File: config.mk
export PLATFORM = sky130hd
export DESIGN_NAME = rot_sequencer
export DESIGN_NICKNAME = d
export VERILOG_FILES = /design/src/rtl/rot_pkg.sv /design/src/rtl/rot_seq_wdog.sv /design/src/rtl/rot_sequencer.sv
export SDC_FILE = /design/constraint.sdc
export NUM_CORES = 1
export LEC_CHECK = 0
export BUFFER_PORTS_ARGS = -buffer_cell sky130_fd_sc_hd__buf_2
export CAP_MARGIN = 10
export CORE_UTILIZATION = 50
export CTS_CLUSTER_DIAMETER = 30
export DETAILED_ROUTE_END_ITERATION = 12
export PLACE_DENSITY_LB_ADDON = 0.15
export REMOVE_ABC_BUFFERS = 1
export SYNTH_ARGS = -nofsm -noshare
export SYNTH_HDL_FRONTEND = slang
export SYNTH_HIERARCHICAL = 1
export SYNTH_SLANG_ARGS = --single-unit
File: constraint.sdc
create_clock -name I_RS_HCLK -period 2.99 [get_ports I_RS_HCLK]
set_input_delay 0.4485 -clock I_RS_HCLK [delete_from_list [all_inputs] [get_ports I_RS_HCLK]]
set_output_delay 0.4485 -clock I_RS_HCLK [all_outputs]
set_load 0.01 [all_outputs]
File: src/rtl/rot_pkg.sv
// Shared definitions for the rotation sequencer: FSM state encoding,
// DMA command direction constants and a small state-class helper.
// Used by rot_sequencer and, when ROT_SEQ_TIMEOUT_EN is defined,
// by the rot_seq_wdog watchdog.
package rot_pkg;

  // Sequencer states. Each tile is a read burst followed by a write burst.
  typedef enum logic [2:0] {
    ST_IDLE    = 3'd0,
    ST_RD_REQ  = 3'd1,
    ST_RD_WAIT = 3'd2,
    ST_WR_REQ  = 3'd3,
    ST_WR_WAIT = 3'd4,
    ST_FIN     = 3'd5
  } rs_state_e;

  // Direction encoding carried on the command write flag.
  localparam logic CMD_READ  = 1'b0;
  localparam logic CMD_WRITE = 1'b1;

  // True while the sequencer waits for a DMA burst to complete.
  function automatic logic is_wait_state(input rs_state_e s);
    return (s == ST_RD_WAIT) || (s == ST_WR_WAIT);
  endfunction

endpackage

File: src/rtl/rot_seq_wdog.sv
// Cycle watchdog for the sequencer wait states. Counts while run_i is
// high, restarts from zero whenever run_i drops (every wait state is
// entered from a request state, so this restarts it on each entry),
// and flags expiry on the cycle the count reaches TIMEOUT_CYC-1.
// Only instantiated when ROT_SEQ_TIMEOUT_EN is defined.
module rot_seq_wdog #(
  parameter int unsigned TIMEOUT_CYC = 1024
) (
  input  logic clk_i,
  input  logic rst_n_i,
  input  logic soft_rst_i,
  input  logic run_i,
  output logic expired_o
);

  localparam int unsigned CNT_W = (TIMEOUT_CYC > 1) ? $clog2(TIMEOUT_CYC) : 1;
  localparam logic [CNT_W-1:0] CNT_LAST = CNT_W'(TIMEOUT_CYC - 1);

  logic [CNT_W-1:0] cnt_q;

  // Count wait cycles, saturating at the limit; cleared outside wait states.
  always_ff @(posedge clk_i or negedge rst_n_i) begin
    if (!rst_n_i) begin
      cnt_q <= '0;
    end else if (soft_rst_i || !run_i) begin
      cnt_q <= '0;
    end else if (cnt_q != CNT_LAST) begin
      cnt_q <= cnt_q + CNT_W'(1);
    end
  end

  assign expired_o = run_i && (cnt_q == CNT_LAST);

endmodule

File: src/rtl/rot_sequencer.sv
// Rotation sequencer: walks TILE_TOTAL tiles, issuing a read burst then a
// write burst per tile to the DMA, and reports sticky done status with a
// maskable interrupt. Define ROT_SEQ_TIMEOUT_EN to add the wait-state
// watchdog (rot_seq_wdog) and the sticky O_RS_ERR output.
module rot_sequencer
  import rot_pkg::*;
#(
  parameter int unsigned TILE_W      = 16,
  parameter int unsigned TIMEOUT_CYC = 1024
) (
  input  logic              I_RS_HCLK,
  input  logic              I_RS_HRESET_N,
  input  logic              I_RS_RESET,
  input  logic              I_RS_START,
  input  logic [TILE_W-1:0] I_RS_TILE_TOTAL,
  input  logic              I_RS_INTR_MASK,
  input  logic              I_RS_INTR_CLEAR,
  input  logic              I_RS_CMD_READY,
  input  logic              I_RS_DMA_DONE,
  output logic              O_RS_CMD_VALID,
  output logic              O_RS_CMD_WRITE,
  output logic [TILE_W-1:0] O_RS_TILE_IDX,
  output logic              O_RS_BUSY,
  output logic              O_RS_DONE,
  output logic              O_RS_INTR
`ifdef ROT_SEQ_TIMEOUT_EN
  ,
  output logic              O_RS_ERR
`endif
);

  rs_state_e         state_q;
  logic [TILE_W-1:0] total_q;
  logic [TILE_W-1:0] tile_idx_q;
  logic              start_low_q;   // START was sampled low last cycle
  logic              cmd_valid_q;
  logic              cmd_write_q;
  logic              busy_q;
  logic              done_q;
  logic              err_q;

  logic              start_edge;
  logic              last_tile;
  logic              wd_expired;

  // start_low_q resets to 0, so a START that is already high when reset
  // releases must first be seen low before it can produce an edge.
  assign start_edge = I_RS_START && start_low_q;
  assign last_tile  = (tile_idx_q == (total_q - TILE_W'(1)));

`ifdef ROT_SEQ_TIMEOUT_EN
  rot_seq_wdog #(
    .TIMEOUT_CYC (TIMEOUT_CYC)
  ) u_wdog (
    .clk_i      (I_RS_HCLK),
    .rst_n_i    (I_RS_HRESET_N),
    .soft_rst_i (I_RS_RESET),
    .run_i      (is_wait_state(state_q)),
    .expired_o  (wd_expired)
  );

  assign O_RS_ERR = err_q;
`else
  // Waits are unbounded; the timeout limit has no effect in this build.
  logic unused_timeout_cfg;
  assign unused_timeout_cfg = (TIMEOUT_CYC != 0);
  assign wd_expired         = 1'b0;
`endif

  // Sequencer FSM with registered outputs; hard and soft reset both return
  // every register to its idle value.
  // NOTE: all state here uses non-blocking assignments so every register
  // updates from pre-edge values; later assignments in the block take
  // priority, which is how "set wins over clear" is expressed below.
  always_ff @(posedge I_RS_HCLK or negedge I_RS_HRESET_N) begin
    if (!I_RS_HRESET_N) begin
      state_q     <= ST_IDLE;
      total_q     <= '0;
      tile_idx_q  <= '0;
      start_low_q <= 1'b0;
      cmd_valid_q <= 1'b0;
      cmd_write_q <= CMD_READ;
      busy_q      <= 1'b0;
      done_q      <= 1'b0;
      err_q       <= 1'b0;
    end else if (I_RS_RESET) begin
      state_q     <= ST_IDLE;
      total_q     <= '0;
      tile_idx_q  <= '0;
      start_low_q <= 1'b0;
      cmd_valid_q <= 1'b0;
      cmd_write_q <= CMD_READ;
      busy_q      <= 1'b0;
      done_q      <= 1'b0;
      err_q       <= 1'b0;
    end else begin
      start_low_q <= !I_RS_START;

      // Status clear first; any set in the state logic below overrides it.
      if (I_RS_INTR_CLEAR) begin
        done_q <= 1'b0;
        err_q  <= 1'b0;
      end

      unique case (state_q)
        ST_IDLE: begin
          // Start edges are only acted on here, so edges while busy are lost.
          if (start_edge) begin
            done_q <= 1'b0;
            err_q  <= 1'b0;
            busy_q <= 1'b1;
            if (I_RS_TILE_TOTAL == '0) begin
              state_q <= ST_FIN;
            end else begin
              state_q     <= ST_RD_REQ;
              total_q     <= I_RS_TILE_TOTAL;
              tile_idx_q  <= '0;
              cmd_valid_q <= 1'b1;
              cmd_write_q <= CMD_READ;
            end
          end
        end

        ST_RD_REQ: begin
          if (I_RS_CMD_READY) begin
            state_q     <= ST_RD_WAIT;
            cmd_valid_q <= 1'b0;
          end
        end

        ST_RD_WAIT: begin
          if (I_RS_DMA_DONE) begin
            state_q     <= ST_WR_REQ;
            cmd_valid_q <= 1'b1;
            cmd_write_q <= CMD_WRITE;
          end else if (wd_expired) begin
            state_q <= ST_IDLE;
            busy_q  <= 1'b0;
            err_q   <= 1'b1;
          end
        end

        ST_WR_REQ: begin
          if (I_RS_CMD_READY) begin
            state_q     <= ST_WR_WAIT;
            cmd_valid_q <= 1'b0;
            cmd_write_q <= CMD_READ;
          end
        end

        ST_WR_WAIT: begin
          if (I_RS_DMA_DONE) begin
            if (last_tile) begin
              state_q <= ST_FIN;
            end else begin
              state_q     <= ST_RD_REQ;
              tile_idx_q  <= tile_idx_q + TILE_W'(1);
              cmd_valid_q <= 1'b1;
              cmd_write_q <= CMD_READ;
            end
          end else if (wd_expired) begin
            state_q <= ST_IDLE;
            busy_q  <= 1'b0;
            err_q   <= 1'b1;
          end
        end

        ST_FIN: begin
          // DONE is set as FIN retires, winning over a clear in this cycle.
          state_q <= ST_IDLE;
          busy_q  <= 1'b0;
          done_q  <= 1'b1;
        end

        default: begin
          state_q     <= ST_IDLE;
          busy_q      <= 1'b0;
          cmd_valid_q <= 1'b0;
          cmd_write_q <= CMD_READ;
        end
      endcase
    end
  end

  assign O_RS_CMD_VALID = cmd_valid_q;
  assign O_RS_CMD_WRITE = cmd_write_q;
  assign O_RS_TILE_IDX  = tile_idx_q;
  assign O_RS_BUSY      = busy_q;
  assign O_RS_DONE      = done_q;
  assign O_RS_INTR      = (done_q || err_q) && !I_RS_INTR_MASK;

endmodule

# After elaboration in Yosys (flattened, before gate mapping)
# Cells that the tools add are included.
# W data, S select, Z words.
dict set report word_totals {
  input_bits 24
  register_bits 41
}
dict set report op_classes {
  reduce_logical 19
  n_mux 45
  n_addsub 2
  eq_ne 18
}
# operator count
set ops {}
lappend ops {{$mux W16} 9}
lappend ops {{$pmux W16 S2} 1}
lappend ops {{$mux W3} 8}
lappend ops {{$mux W1} 22}
lappend ops {{$ne A3 B3 Y1 const B} 7}
lappend ops {{$add A16 B1 Y16 const B} 1}
lappend ops {{$eq A16 B16 Y1} 1}
lappend ops {{$logic_not A16 Y1} 1}
lappend ops {{$sub A16 B1 Y16 const B} 1}
lappend ops {{$pmux W3 S5} 1}
lappend ops {{$reduce_and A7 Y1} 2}
lappend ops {{$pmux W1 S5} 2}
lappend ops {{$reduce_and A5 Y1} 2}
lappend ops {{$eq A3 B2 Y1 const B} 2}
lappend ops {{$eq A3 B3 Y1 const B} 2}
lappend ops {{$ne A2 B1 Y1 const B} 2}
lappend ops {{$ne A2 B2 Y1 const B} 2}
lappend ops {{$pmux W1 S2} 2}
lappend ops {{$reduce_bool A2 Y1} 2}
lappend ops {{$reduce_or A2 Y1} 2}
lappend ops {{$reduce_or A4 Y1} 1}
lappend ops {{$eq A3 B1 Y1 const B} 1}
lappend ops {{$logic_not A3 Y1} 1}
lappend ops {{$ne A3 B1 Y1 const B} 1}
lappend ops {{6 further kinds} 8}

# Longest topological paths before layout
# Gate-level depths: netlist (run 1).
dict set report depth {
  ltp_word 6
  depth_mapped 14
  mapped_depth_nobuf 10
}

# Worst setup path before layout (run 1)
# No wires, ideal clock.
dict set report synth_timing {
  path_kind {reg-to-reg}
  from {register total_q[0]}
  to {register tile_idx_q[11], in the netlist O_RS_TILE_IDX[11]}
  path_slack_ps -119
  path_stages_with_launch 15
  required_time_ps 2908
  setup_time_ps 82
  t_arrival_ps 3027
  path_cell_list {dfrtp_1 clkbuf_2 inv_1 ha_1 or4b_1 buf_2 or3_1 a221oi_2 nand4_1 or4_4 o21ai_4 buf_6 buf_12 nand2_1 a31oi_1}
}
dict set report synth_between {
  elab_chain_cells 4
}
# item line_no
set synth_lines {}
lappend synth_lines {{start: declaration} rot_sequencer.sv:33} ;# logic [TILE_W-1:0] total_q;
lappend synth_lines {{start signal: assignment} rot_sequencer.sv:78} ;# total_q <= '0;
lappend synth_lines {{start signal: assignment} rot_sequencer.sv:88} ;# total_q <= '0;
lappend synth_lines {{start signal: assignment} rot_sequencer.sv:116} ;# total_q <= I_RS_TILE_TOTAL;
lappend synth_lines {{$sub A16 B1 Y16} rot_sequencer.sv:49} ;# assign last_tile = (tile_idx_q == (total_q - TILE_W'(1)));
lappend synth_lines {{$eq A16 B16 Y1} rot_sequencer.sv:49}
lappend synth_lines {{$ne A3 B3 Y1 (no source line)} -}
lappend synth_lines {{$reduce_and A5 Y1 (no source line)} -}
lappend synth_lines {{end signal: assignment} rot_sequencer.sv:157} ;# tile_idx_q <= tile_idx_q + TILE_W'(1);
lappend synth_lines {{end: declaration} rot_sequencer.sv:34} ;# logic [TILE_W-1:0] tile_idx_q;
# Every way passes these cells.
# A chain may end at the register's enable or synchronous reset.

# Worst setup path in the final report (run 1)
dict set report layout_timing {
  from {register total_q[0]}
  to {register tile_idx_q[1], in the netlist O_RS_TILE_IDX[1]}
}
# Same word-level chain as after synthesis.

==> results of run 1 <==
==> how the worst max path moves through the flow <==
| stage | to | cells past startpoint |
|---|---|---|
| 6_report | O_RS_TILE_IDX[1] | 12 |
| 2_1_floorplan | O_RS_TILE_IDX[10] | 10 |
| 4_1_cts | O_RS_TILE_IDX[9] | 11 |
| 3_3_place_gp | O_RS_TILE_IDX[13] | 11 |
| 3_5_place_dp | O_RS_TILE_IDX[12] | 11 |
| 5_1_grt | O_RS_TILE_IDX[5] | 12 |
==> kinds of logic after synthesis <==
kind of cell / share of synthesized area, %
AO/OA/AOI/OAI: 13.4
XOR/XNOR: 5.88
adder cells (fa/ha/maj): 0.884
buffers and inverters: 5.84
flip-flops: 36.3
multiplexers: 6.72
AND/OR/NAND/NOR: 31.0
==> what timing repair did <==
action | in CTS | in global routing
resized for setup | 4 | 11
setup endpoints to repair | 18 | 19
gates cloned | 0 | 3
pin swaps | 2 | 11
setup buffers | 0 | 2
==> final cells by class <==
| type | instances | area [um^2] |
|---|---|---|
| clock buffer | 7 | 96.3 |
| clock inverter | 1 | 5.00 |
| fill | 505 | 2040 |
| inverter | 5 | 18.8 |
| multi-input combinational | 253 | 1690 |
| sequential | 41 | 1030 |
| tap | 72 | 90.1 |
| timing repair buffer | 71 | 508 |
==> synth_stat cells, drive strengths merged, types with 2 or more instances <==
cell and number:
or4 4, or4b 13, o22ai 2, dfrtp 41, a21oi 18, buf 7, nand3b 2, clkbuf 22
xnor2 16, nor3b 3, inv 5, xor2 3, or3 13, a31oi 14, nor4 7, o21ai 7
mux2i 19, a211oi 2, nand4b 2, nor4b 3, nor2 36, ha 2, or2 5, nand3 19
nor2b 3, nand2 32, and3b 2, nand4 4, nor3 6, o211ai 2
==> power by group through the flow <==
| stage | Combinational (W) | Clock (W) | Sequential, W |
|---|---|---|---|
| 3_3_place_gp | 0.000317 | 0 | 0.000611 |
| 5_1_grt | 0.000408 | 0.000436 | 0.000605 |
| 4_1_cts | 0.000336 | 0.000422 | 0.000600 |
| 2_1_floorplan | 0.000193 | 0 | 0.000612 |
| 3_5_place_dp | 0.000324 | 0 | 0.000611 |
| 6_report | 0.000370 | 0.000406 | 0.000600 |
==> state kept, by name (all words and copies together), names as in the netlist <==
name,cells
O_RS_CMD_WRITE,1
O_RS_TILE_IDX,16
O_RS_CMD_VALID,1
start_low_q,1
total_q,16
O_RS_BUSY,1
state_q,3
O_RS_DONE,1
err_q,1
==> metrics by stage <==
stage               area, um^2  setup slack (ps)  setup TNS [ps]
finish                    3430              -136           -1840
global route              3430              -211           -3320
CTS                       3290             -42.9            -420
detailed placement        3170              -171           -1960
global placement          3170             -74.1            -873
floorplan                 2680              -205           -2640
==> routing by layer <==
metal / wire [um] / part of all wire (%) / vias to the layer above
met5: 0 / 0 / -
met4: 133 / 1.9 / 0
met3: 390 / 5.5 / 13
met2: 3350 / 48 / 90
met1: 3170 / 45 / 1273
li1: - / - / 1296
==> flow_summary_export.csv, run 1 <==
group,metric,value,unit
sta,finalHoldViolCount,0,
setup_path,crit_start,"total_q[0]",
pwr,power,0.00138,W
logic_synthesis,synth_flop_cell,"dfrtp_1",
clock_network,clk_pin_slew,90,ps
drt,drt_first_pass_iters,4,
global_route,grt_pass1_wl,11500,um
pwr,power_frac_seq,43.6,%
setup_path,max_stage_delay,510,ps
worst_hold_path,hold_path_class,"in -> async",
global_route,grtUsageMet1,32.3,%
sta,finalWorstSetupSlack,-136,ps
floorplanning,start_util,51.7,%
clock_network,hold_buffers,0,
pwr,pwr-share-comb,26.9,%
logic_synthesis,avgSynthCellArea,8.62,um^2
sta,post-route-period-util,105,%
cells_and_area,layoutNonFillerInstCount,450,
global_route,grt.met3_usage,4.17,%
pwr,p_clk_share,29.5,%
setup_path,crit_required,3130,ps
clock_network,cts_buffers,5,
logic_synthesis,ys_seq_area_share,36.3,%
clock_network,cts-root-buf,"clkbuf_8",
global_route,met2_usage,38.1,%
floorplanning,dieHeight,77.2,um
cells_and_area,drive_gt1_share,27.8,%
pwr,p_sw,0.000407,W
placed_design,dp.cells,437,
logic_synthesis,syn_area,0.00283,mm^2
logic_synthesis,ys_types,52,
placed_design,dp_hpwl,4850,um
drt,postRouteAntennaNets,0,
setup_path,cp_cell_sequence,"inv_2, ha_2, or4b_4, or3_4, a221oi_2, nand4_1, or4_4, o21ai_4, buf_12, clkbuf_16, or3_2, a21oi_1",
status,status,"finished, violations left",
sta,hold-worst-slack,300,ps
drt,wl,7050,um
placed_design,portBuffers,44,
setup_path,cp-start-kind,"flop",
sta,finalWorstPathRequiredPeriod,3130,ps
cells_and_area,diodes,0,
sta,fmax,320,MHz
setup_path,critPathMaxFanout,10,
setup_path,end_kind,"flop",
drt,avgViaCountPerCell,5.94,
setup_path,r2r_cells,12,
logic_synthesis,ys_ff_latch,41,
logic_synthesis,syn_inst,328,
floorplanning,core.rowCount,27,
cells_and_area,layout.nets,403,
clock_network,cts.path.max_buffers,2,
clock_network,clock-sinks,41,
global_route,grt_pass1_vias,2443,
logic_synthesis,yosysWarnings,6,
pwr,p_int,0.000969,W
cells_and_area,final_common_cell,"buf_2",
pwr,vdd_drop_max,267,uV
drt,routedWlPerCell,15.7,um
setup_path,reg2reg_to,"O_RS_TILE_IDX[1]",
clock_network,h-tree-depth,2,
clock_network,cts_tree,"built",
pwr,leakagePower,1.54,nW
drt,dr_total_vias,2672,
global_route,track_usage,24.1,%
floorplanning,ios,45,
setup_path,cp.arrival,3270,ps
global_route,grt_max_degree,42,
clock_network,insertion_delay,300,ps
drt,drtIter0Drc,211,
setup_path,path_class,"reg -> reg",
floorplanning,floorplan.die_area,0.00596,mm^2
global_route,grt_remaining_overflow,0,
cells_and_area,area_growth,21.2,%
floorplanning,die_w,77.2,um
logic_synthesis,synthDominantCellAreaShare,36.3,%
setup_path,worstPathBufferInverterCount,3,
pwr,p_per_area,401,mW/mm^2
sta,worst_pin_slew,952,ps
status,violations,"negative setup slack",
floorplanning,fp.coreArea,0.00547,mm^2
global_route,grt.busiest_layer,"met2",
setup_path,cp_slowest_cell,"or4b_4",
sta,fin_skew,10.4,ps
setup_path,crit_family,"simple AND/OR/NAND/NOR gates",
sta,setup_viol,16,
global_route,antenna_found_initial,0,
pwr,switching_share,29.6,%
sta,maxSlewViolCount,0,
setup_path,r2r-start,"total_q[0]",
logic_synthesis,ys_top_cells_by_area,"dfrtp_1, mux2i_1, xnor2_1, nor2_1, or4b_1",
sta,maxSlewHeadroom,36.5,%
setup_path,rrSetupSlack,-140,ps
logic_synthesis,synth-edff-count,0,
cells_and_area,layout_common_cells,"buf_2, dfrtp_1, nor2_1, nand2_1, buf_4",
job,cap_violations,0,
logic_synthesis,ys_async_sr_fraction,100,%
drt,drc,0,
placed_design,place.gp.congestion,0.855,
cells_and_area,final_util,62.7,%
sta,rsz0062_at_grt,"yes",
logic_synthesis,synth_area_leader_cell,"dfrtp_1",
Note: power is estimated with default switching activity, not from simulation.
==> run 2, diff against run 1 <==
PLACE_DENSITY = 0.76   (was default)
PLACE_DENSITY_LB_ADDON = default   (was 0.15)
==> flow_summary_export.csv, run 2 (synthesis gave the netlist of run 1 again) <==
group,metric,value,unit
floorplanning,ios,45,
sta,fin_skew,7.02,ps
clock_network,h-tree-depth,2,
clock_network,cts-root-buf,"clkbuf_8",
clock_network,insertion_delay,290,ps
sta,maxSlewHeadroom,39.1,%
floorplanning,fp.coreArea,0.00547,mm^2
setup_path,crit_required,3200,ps
drt,wl,7020,um
global_route,grt.busiest_layer,"met2",
status,violations,"negative setup slack",
global_route,grt_pass1_wl,11900,um
setup_path,cp_slowest_cell,"or4b_4",
pwr,p_per_area,398,mW/mm^2
global_route,antenna_found_initial,0,
sta,finalHoldViolCount,0,
cells_and_area,area_growth,20.3,%
drt,drtIter0Drc,210,
placed_design,place.gp.congestion,0.920,
cells_and_area,final_common_cell,"buf_2",
sta,fmax,319,MHz
setup_path,crit_family,"simple AND/OR/NAND/NOR gates",
sta,maxSlewViolCount,0,
setup_path,max_stage_delay,510,ps
pwr,switching_share,30.0,%
setup_path,critPathMaxFanout,10,
sta,worst_pin_slew,914,ps
setup_path,path_class,"reg -> reg",
clock_network,clk_pin_slew,80,ps
pwr,power_frac_seq,44.0,%
global_route,track_usage,25.0,%
clock_network,hold_buffers,0,
pwr,p_int,0.000949,W
floorplanning,start_util,51.7,%
global_route,grtUsageMet1,33.2,%
pwr,pwr-share-comb,28.7,%
clock_network,cts_buffers,5,
sta,finalWorstPathRequiredPeriod,3140,ps
floorplanning,dieHeight,77.2,um
sta,setup_viol,18,
drt,drt_first_pass_iters,4,
setup_path,cp.arrival,3350,ps
cells_and_area,layout.nets,404,
cells_and_area,postLayoutCellArea,0.00340,mm^2
global_route,grt_max_degree,42,
clock_network,cts_tree,"built",
placed_design,dp_hpwl,4690,um
clock_network,cts.path.max_buffers,2,
pwr,leakagePower,1.54,nW
global_route,grt_remaining_overflow,0,
pwr,vdd_drop_max,207,uV
global_route,grt_pass1_vias,2483,
status,status,"finished, violations left",
setup_path,cp-start-kind,"flop",
cells_and_area,diodes,0,
sta,rsz0062_at_grt,"yes",
worst_hold_path,hold_path_class,"in -> async",
global_route,grt.met3_usage,4.29,%
drt,postRouteAntennaNets,0,
cells_and_area,layout_common_cells,"buf_2, dfrtp_1, nor2_1, nand2_1, buf_4",
placed_design,portBuffers,44,
pwr,p_sw,0.000406,W
setup_path,cp_cell_sequence,"inv_1, ha_1, or4b_4, or3_4, xnor2_2, o221a_2, o22a_4, o21ai_4, buf_12, clkbuf_16, or4b_1, a31oi_1",
floorplanning,core.rowCount,27,
sta,finalWorstSetupSlack,-148,ps
setup_path,end_kind,"flop",
sta,post-route-period-util,105,%
drt,routedWlPerCell,15.6,um
placed_design,place_area,0.00317,mm^2
floorplanning,die_w,77.2,um
clock_network,clock-sinks,41,
drt,dr_total_vias,2686,
drt,drc,0,
job,cap_violations,0,
global_route,met2_usage,39.7,%
pwr,p_clk_share,27.4,%
sta,setup_tns,-2080,ps
setup_path,worstPathBufferInverterCount,3,
cells_and_area,drive_gt1_share,25.9,%
drt,avgViaCountPerCell,5.97,
floorplanning,floorplan.die_area,0.00596,mm^2
-- run 2: cell type report --
class	instances	area [um^2]
Fill cell	475	2070
Multi-Input combinational cell	253	1690
Sequential cell	41	1030
Timing Repair Buffer	72	494
Tap cell	72	90.1
Clock buffer	7	86.3
Inverter	5	18.8
-- run 2: worst paths after layout --
path,start,endpoint,slack (ps),cells after the start
worst max register to register,total_q[0],O_RS_TILE_IDX[3],-150,12
worst min-delay path,I_RS_HRESET_N,state_q[0],290,1
worst max-delay path,total_q[0],O_RS_TILE_IDX[3],-150,12
worst min register to register,O_RS_BUSY,O_RS_BUSY,540,2
min in group I_RS_HCLK,I_RS_INTR_CLEAR,err_q,330,2
max in group asynchronous,I_RS_HRESET_N,O_RS_TILE_IDX[0],2130,1
-- run 2: power by group through the flow --
stage,Clock (W),Sequential (W),Combinational [W]
2_1_floorplan,0,0.000612,0.000193
4_1_cts,0.000378,0.000595,0.000344
3_3_place_gp,0,0.000605,0.000320
3_5_place_dp,0,0.000606,0.000328
5_1_grt,0.000402,0.000599,0.000428
6_report,0.000371,0.000596,0.000388
-- run 2: through the flow --
step / setup WS (ps) / hold WS (ps) / utilization (%) / instances / power (W)
after floorplan: -205 / 153 / - / 299 / 0.000804
after global placement: -78.6 / 525 / 57.9 / 437 / 0.000925
after detailed placement: -175 / 526 / 57.9 / 437 / 0.000934
after CTS: -81.9 / 319 / 59.9 / 445 / 0.00132
after global routing: -268 / 339 / 62.2 / 450 / 0.00143
final: -148 / 289 / 62.2 / 450 / 0.00136
-- run 2: repair_timing --
action	CTS	global route
cloned	0	2
resized for setup	4	6
setup endpoints to repair	19	19
pin swaps	0	6
buffers inserted	1	4
-- run 2: per-layer routing --
layer	wire, um	part of all wire (%)
met4	215	3.1
met2	3270	47
met1	3110	44
met5	0	0
met3	419	6.0
==> run 3, diff against run 2 <==
clock period = 2.5 ns   (was 2.99 ns; I/O delays follow)
==> flow_summary_export.csv, run 3 (synthesis gave the netlist of run 1 again) <==
group,metric,value,unit
floorplanning,floorplan.die_area,0.00596,mm^2
placed_design,portBuffers,44,
floorplanning,core.rowCount,27,
cells_and_area,layout_common_cells,"buf_2, buf_4, dfrtp_1, nor2_1, nand2_1",
drt,wl,7360,um
floorplanning,die_w,77.2,um
placed_design,place.gp.congestion,0.927,
sta,finalHoldViolCount,0,
worst_hold_path,hold_path_class,"in -> async",
sta,post-route-period-util,126,%
clock_network,clock-sinks,41,
floorplanning,ios,45,
global_route,met2_usage,42.0,%
floorplanning,fp.coreArea,0.00547,mm^2
cells_and_area,final_common_cell,"buf_2",
status,violations,"negative setup slack",
floorplanning,start_util,51.7,%
sta,fmax,317,MHz
sta,finalWorstPathRequiredPeriod,3150,ps
clock_network,cts_tree,"built",
sta,finalWorstSetupSlack,-653,ps
global_route,track_usage,26.1,%
sta,maxSlewHeadroom,36.9,%
pwr,leakagePower,1.65,nW
drt,drt_first_pass_iters,4,
pwr,power,0.00175,W
drt,postRouteAntennaNets,0,
setup_path,crit_required,2650,ps
status,status,"finished, violations left",
sta,rsz0062_at_grt,"yes",
clock_network,h-tree-depth,2,
cells_and_area,area_growth,26.7,%
clock_network,cts_buffers,5,
job,cap_violations,0,
global_route,grt.busiest_layer,"met2",
global_route,grt_pass1_wl,12300,um
setup_path,cp-start-kind,"flop",
setup_path,path_class,"reg -> reg",
clock_network,cts.path.max_buffers,2,
clock_network,clk_pin_slew,80,ps
floorplanning,dieHeight,77.2,um
drt,routedWlPerCell,15.6,um
cells_and_area,layout.nets,425,
drt,drtIter0Drc,179,
clock_network,cts-root-buf,"clkbuf_8",
cells_and_area,fillers,477,
global_route,grt.met3_usage,4.76,%
sta,maxSlewViolCount,0,
drt,dr_total_vias,2753,
setup_path,cp.arrival,3310,ps
clock_network,hold_buffers,0,
sta,fin_skew,7.05,ps
global_route,grtUsageMet1,34.8,%
global_route,grt_pass1_vias,2526,
clock_network,insertion_delay,300,ps
placed_design,dp_hpwl,5060,um
global_route,antenna_found_initial,0,
sta,worst_pin_slew,946,ps
sta,setup_viol,19,
pwr,p_per_area,489,mW/mm^2
cells_and_area,drive_gt1_share,30.8,%
drt,drc,0,
cells_and_area,layoutNonFillerInstCount,472,
setup_path,end_kind,"flop",
cells_and_area,diodes,0,
global_route,grt_max_degree,46,
drt,avgViaCountPerCell,5.83,
pwr,vdd_drop_max,467,uV
setup_path,critPathMaxFanout,6,
global_route,grt_remaining_overflow,0,
placed_design,dp.cells,457,
==> run 3: cell types whose count changed in the layout (fill, tap and decap cells not counted), sizes merged <==
| cell | change |
|---|---|
| buf | +22 |
| bufinv | +1 |
| clkbuf | -1 |
==> run 3: through the flow <==
step                      util, %  hold WS [ps]  area [um^2]  TNS [ps]  setup slack, ps
final                        65.5           215         3580    -11430             -653
after global routing         65.5           235         3580    -13460             -743
after global placement       61.1           517         3350    -10360             -571
after detailed placement     61.1           540         3350    -11730             -683
after CTS                    63.8           230         3490     -9510             -535
after floorplan                 -          79.4         2680    -11800             -695
==> run 3: final cells by class <==
type	instances	area [um^2]	share of cell area [%]
multi-input combinational	253	1680	46.8
sequential	41	1030	28.6
timing repair buffer	93	654	18.3
tap	72	90.1	2.51
clock buffer	7	86.3	2.41
clock inverter	1	30.0	0.838
inverter	5	18.8	0.524
==> run 3: power breakdown <==
group,internal [W],total [W],leakage [nW],switching [W]
Clock,0.000326,0.000560,0.0585,0.000234
Combinational,0.000240,0.000484,1.02,0.000244
Sequential,0.000688,0.000709,0.567,0.0000215
==> run 3: worst max-delay path: stages, from the launching register on <==
cell and delay, ps:
dfrtp_1 400, buf_4 160, nor4_1 390, or4bb_1 560, a211oi_2 250, nand4_1 130, or4_4 480, o21ai_4 170
buf_4 160, clkbuf_16 130, or4b_1 100, a31oi_1 70
==> run 3: worst paths after layout <==
check	startpoint	end	slack (ps)	cells after the start
max	total_q[0]	O_RS_TILE_IDX[7]	-650	11
min	I_RS_HRESET_N	O_RS_CMD_VALID	220	1
max reg2reg	total_q[0]	O_RS_TILE_IDX[7]	-650	11
min reg2reg	O_RS_CMD_WRITE	O_RS_CMD_WRITE	550	2
max in group asynchronous	I_RS_HRESET_N	total_q[15]	1700	1
min in group I_RS_HCLK	I_RS_INTR_CLEAR	err_q	230	2
==> run 3: per-layer routing <==
layer / up-vias / routed length [um]
li1: 1343 / -
met1: 1319 / 3250
met2: 80 / 3640
met3: 11 / 312
met4: 0 / 150
met5: - / 0
==> run 3: what timing repair did <==
action,4_1_cts,5_1_grt
buffers inserted,1,4
endpoints found under the setup margin,19,19
hold endpoints to repair,0,0
resized for setup,5,7
gates cloned,0,2
pin swaps,2,1
